**src/rtl/matrix_stream_out.sv**
```systemverilog
// Streams a snapshot of a (rows-2)x(cols-2) result matrix as valid/ready beats in row-major order.
// Build option: define STREAM_RELU_EN to clamp negative elements to zero on the way out.
module matrix_stream_out #(
    parameter int total_bits = 16,
    parameter int frac_bits  = 8,
    parameter int max_rows   = 8,
    parameter int max_cols   = 8
) (
    input  logic                                               clk,
    input  logic                                               rst_n,
    input  logic                                               start,
    input  logic [3:0]                                         rows,
    input  logic [3:0]                                         cols,
    input  logic [(max_rows-2)*(max_cols-2)*total_bits-1:0]   matrix_data,
    output logic signed [total_bits-1:0]                       pix_data,
    output logic                                               pix_valid,
    output logic                                               pix_last,
    output logic [3:0]                                         pix_row,
    output logic [3:0]                                         pix_col,
    input  logic                                               pix_ready,
    output logic                                               busy,
    output logic                                               done
);

    // state  | meaning
    // IDLE   | waiting for start, no beat presented
    // SEND   | presenting beat (row_q, col_q) from the snapshot
    // FINISH | one-cycle done pulse, then back to IDLE

    localparam int n_elem = (max_rows - 2) * (max_cols - 2);
    localparam int idx_w  = (n_elem > 1) ? $clog2(n_elem) : 1;
    localparam int snap_w = n_elem * total_bits;

    typedef enum logic [1:0] {IDLE, SEND, FINISH} state_t;

    state_t              state_q, state_d;
    logic [snap_w-1:0]   snap_q, snap_d;
    logic [3:0]          row_q, row_d;
    logic [3:0]          col_q, col_d;
    logic [3:0]          last_row_q, last_row_d;
    logic [3:0]          last_col_q, last_col_d;
    logic [idx_w-1:0]    idx_q, idx_d;

    logic                dims_ok;
    logic                at_last;
    logic [total_bits-1:0] elem;
    logic [total_bits-1:0] beat_word;

    // frac_bits only describes the fixed-point format; data passes through untouched.
    if (frac_bits >= total_bits) begin : g_frac_wider_than_word
    end

    always_ff @(posedge clk or negedge rst_n) begin
        if (!rst_n) begin
            state_q    <= IDLE;
            snap_q     <= '0;
            row_q      <= '0;
            col_q      <= '0;
            last_row_q <= '0;
            last_col_q <= '0;
            idx_q      <= '0;
        end else begin
            state_q    <= state_d;
            snap_q     <= snap_d;
            row_q      <= row_d;
            col_q      <= col_d;
            last_row_q <= last_row_d;
            last_col_q <= last_col_d;
            idx_q      <= idx_d;
        end
    end

    assign dims_ok = (rows >= 4'd3) && (cols >= 4'd3) &&
                     (int'(rows) <= max_rows) && (int'(cols) <= max_cols);
    assign at_last = (row_q == last_row_q) && (col_q == last_col_q);

    // Linear index equals r*(cols-2)+c because beats advance in row-major order.
    always_comb begin
        elem = '0;
        for (int i = 0; i < n_elem; i++) begin
            if (idx_q == idx_w'(i)) begin
                elem = snap_q[i*total_bits +: total_bits];
            end
        end
    end

    always_comb begin
`ifdef STREAM_RELU_EN
        beat_word = elem[total_bits-1] ? '0 : elem;
`else
        beat_word = elem;
`endif
    end

    always_comb begin
        state_d    = state_q;
        snap_d     = snap_q;
        row_d      = row_q;
        col_d      = col_q;
        last_row_d = last_row_q;
        last_col_d = last_col_q;
        idx_d      = idx_q;
        case (state_q)
            IDLE: begin
                if (start) begin
                    if (dims_ok) begin
                        snap_d     = matrix_data;
                        last_row_d = rows - 4'd3;
                        last_col_d = cols - 4'd3;
                        row_d      = '0;
                        col_d      = '0;
                        idx_d      = '0;
                        state_d    = SEND;
                    end else begin
                        state_d = FINISH;
                    end
                end
            end
            SEND: begin
                if (pix_ready) begin
                    if (at_last) begin
                        row_d   = '0;
                        col_d   = '0;
                        idx_d   = '0;
                        state_d = FINISH;
                    end else begin
                        idx_d = idx_q + 1'b1;
                        if (col_q == last_col_q) begin
                            col_d = '0;
                            row_d = row_q + 4'd1;
                        end else begin
                            col_d = col_q + 4'd1;
                        end
                    end
                end
            end
            FINISH: state_d = IDLE;
            default: state_d = IDLE;
        endcase
    end

    assign pix_valid = (state_q == SEND);
    assign busy      = (state_q != IDLE);
    assign done      = (state_q == FINISH);
    assign pix_last  = pix_valid && at_last;
    assign pix_row   = pix_valid ? row_q : 4'd0;
    assign pix_col   = pix_valid ? col_q : 4'd0;
    assign pix_data  = pix_valid ? beat_word : '0;

endmodule

```
**config.mk**
```make
export PLATFORM = sky130hd
export DESIGN_NAME = matrix_stream_out
export DESIGN_NICKNAME = d
export VERILOG_FILES = /design/src/rtl/matrix_stream_out.sv
export SDC_FILE = /design/constraint.sdc
export NUM_CORES = 1
export LEC_CHECK = 0
export ABC_AREA = 1
export CAP_MARGIN = 20
export CORE_MARGIN = 1
export CORE_UTILIZATION = 40
export DETAILED_ROUTE_END_ITERATION = 10
export PLACE_DENSITY = 0.67
export SLEW_MARGIN = 0
export SYNTH_ARGS = -nofsm -noshare
export SYNTH_HDL_FRONTEND = slang
export SYNTH_SLANG_ARGS = --single-unit
```
**constraint.sdc**
```tcl
create_clock -name clk -period 7.5 [get_ports clk]
set_input_delay 1.125 -clock clk [delete_from_list [all_inputs] [get_ports clk]]
set_output_delay 1.125 -clock clk [all_outputs]
set_load 0.01 [all_outputs]
```
==> out/metrics.cfg <==
[worst_setup_path]
slowest_stage = clkdlybuf4s50_1
slowest_delay_ns = 0.56
crit_required_ns = 6.38
cp_top_family = simple AND/OR/NAND/NOR gates
start_kind = flop
path_buf_inv = 2
worstPathMaxFanout = 15
cp.depth = 39
crit_type = reg -> out
crit_top_cell = nand2_1
arrival_ns = 5.92
end_kind = output port
r2r_cells = 6

[clocking]
clk_latency_ns = 0.60
cts_tree = built
numCtsBuffers = 70
cts_root_buf = clkbuf_16
htreeDepth = 3
clk_pin_slew_ns = 0.06
clock-sinks = 600
cts-resized-gates = 0
hold_buffers = 0
clk_path_buf_depth = 3

[detailed_routing]
vias_per_cell = 5.024
wl_met3_mm = 7.663
top_layer_used = met5
totalWireLength_mm = 105.3
drt_iter0_drc = 2995
drc = 0
route.met2.wl_mm = 48.63
vias = 27660
post_drt_wl_per_cell_um = 19.14
detail-route-antenna-nets = 0
first_pass_iters = 6
wl_met1_mm = 44.08

[floorplan]
coreArea_sq_um = 71730
dieHeight_um = 271.6
die_x_um = 271.6
rows = 98
dieArea_sq_um = 73740
initial_core_util_pct = 40.52
ios = 616

[timing]
max_slew.worst_pin.slew_ns = 1.106
hold_violations = 0
fmaxAchievable_ghz = 0.1420
fin_crit_sh_pct = 93.91
maxSlewViolCount = 0
finalSetupViolCount = 0
skew_ns = 0.01062
holdWs_ns = 0.4721
period_minus_slack_ns = 7.043
fin_tns_setup_ns = 0
slew_headroom_pct = 26.24
rsz0062_at_grt = no

[global_routing]
grt_pass1_wl_mm = 158.2
gr-total-overflow = 0
grt_max_degree = 214
grt_pass1_vias = 26710
global_route.usage.total_pct = 28.10
antenna_found_initial = 16

[synth]
yosysTopAreaCellShare_pct = 51.66
syn_area_sq_um = 29070
muxShareOfSynthArea_pct = 0
synthXorXnorAreaFrac_pct = 0.3917
synth_edf_count = 0
synth_top_family_by_area = simple AND/OR/NAND/NOR gates
synthAdderAreaFrac_pct = 0.4305
syn-num-nets = 4559
yosysTopAreaCell = dfrtp_1
synthSimpleGateAreaFrac_pct = 37.39
yosysSeqAreaShare_pct = 51.66
ys_seq_elements = 600
synth_compound_gate_area_share_pct = 4.817
synth_cells = 3961
synth_area_leaders = dfrtp_1, nand2_1, nand3_1
yosys_warnings = 0
async_flop_share_pct = 100.0
synthFlopType = dfrtp_1
ys_types = 47
postSynthAreaPerCell_sq_um = 7.338

[final_layout]
fillCellCount = 6897
fin_nets = 5089
area_delta_synth_final_pct = 32.11
final_cell_mix = nand2_1, clkdlybuf4s50_1, dfrtp_1, nand3_1, inv_1
final_common_cell = nand2_1
drive_gt1_share_pct = 6.254
post-route-util_pct = 53.53

[pwr]
power_density_nw_per_um2 = 349.3
max-vdd-ir-drop_mv = 0.1947
power.leakage_nw = 19.27

[place]
place_congestion = 0.9043
dp_hpwl_mm = 75.58
portBuffers = 615

[flow_run]
maxCapViolations = 0

[worst_hold_path]
holdCritPathClass = reg -> reg
holdPathStages = 2

[run_status]
status = completed

==> metal layers <==
| layer | GRT usage [%] | up-vias |
|---|---|---|
| li1 | - | 13290 |
| met1 | 37.62 | 13010 |
| met2 | 43.97 | 1140 |
| met3 | 5.069 | 214 |
| met4 | 13.59 | 4 |
| met5 | 0 | - |
==> worst register-to-register path, stage by stage (launching register included) <==
cell     delay [ns]
dfrtp_1        0.40
nor2_1         0.23
nand3_4        0.72
inv_8          0.97
buf_4          0.81
nand2_1        0.19
o21ai_0        0.13
==> metrics by stage <==
| step | power, mW | setup WS (ns) | instance area, sq um | instances |
|---|---|---|---|---|
| floorplan | 7.997 | 3.221 | 29070 | 3961 |
| global placement | 9.677 | 1.242 | 35940 | 5365 |
| detailed placement | 9.760 | 1.165 | 35950 | 5366 |
| CTS | 13.40 | 0.5049 | 38330 | 5488 |
| global route | 14.30 | 0.009356 | 38400 | 5504 |
| finish | 13.41 | 0.4571 | 38400 | 5505 |
==> Yosys cell counts, drive strengths merged, types with 2 or more instances <==
master and count:
nand4 21, o21a 2, nand3 214, xor2 7, dlygate4sd1 5, inv 155, xnor2 6, o21bai 2
nor3 7, dfrtp 600, nand2 2276, a21oi 86, a21boi 4, clkbuf 162, buf 40, o21ai 137
o211ai 20, nor2 98, ha 10, o22ai 2, or2 93, clkinv 2, nand3b 4
==> power by group <==
part	leakage [nW]	switching [mW]	internal, mW
registers	7.50	1.02	4.80
logic	10.6	2.42	1.61
clock network	1.17	1.40	2.16
total	19.3	4.85	8.56
==> registers in the layout (all words and copies together) (netlist names) <==
signal	count
state_q	2
col_q	4
snap_q	576
last_row_q	4
idx_q	6
row_q	4
last_col_q	4
==> final timing paths <==
check / startpoint / endpoint / slack, ns
worst max register to register: state_q[0] / snap_q[559] / 3.96
min in group asynchronous: rst_n / snap_q[186] / 0.55
worst min-delay path: snap_q[245] / snap_q[245] / 0.47
max in group asynchronous: rst_n / snap_q[354] / 5.26
worst max-delay path: idx_q[1] / pix_data[15] / 0.46
worst min register to register: snap_q[245] / snap_q[245] / 0.47
==> logic make-up after synthesis <==
kind of cell    Yosys count
compound gates          257
xor+xnor                 13
fa+ha+maj                10
buf+inv                 366
flops                   600
simple gates           2715
==> repair_timing <==
item	4_1_cts	5_1_grt
hold endpoints to repair	0	0
endpoints found under the setup margin	0	1
buffers inserted	0	3
==> area by class of cell <==
| class | count | area [sq um] | area share (%) |
|---|---|---|---|
| Multi-Input combinational cell | 2995 | 12530 | 32.62 |
| Sequential cell | 600 | 15010 | 39.10 |
| Inverter | 157 | 596.8 | 1.554 |
| Clock buffer | 99 | 2064 | 5.376 |
| Timing Repair Buffer | 667 | 6655 | 17.33 |
| Clock inverter | 23 | 317.8 | 0.8276 |
| Antenna cell | 14 | 35.03 | 0.09123 |
| Tap cell | 950 | 1189 | 3.095 |
Power figures use the tool's default switching activity.
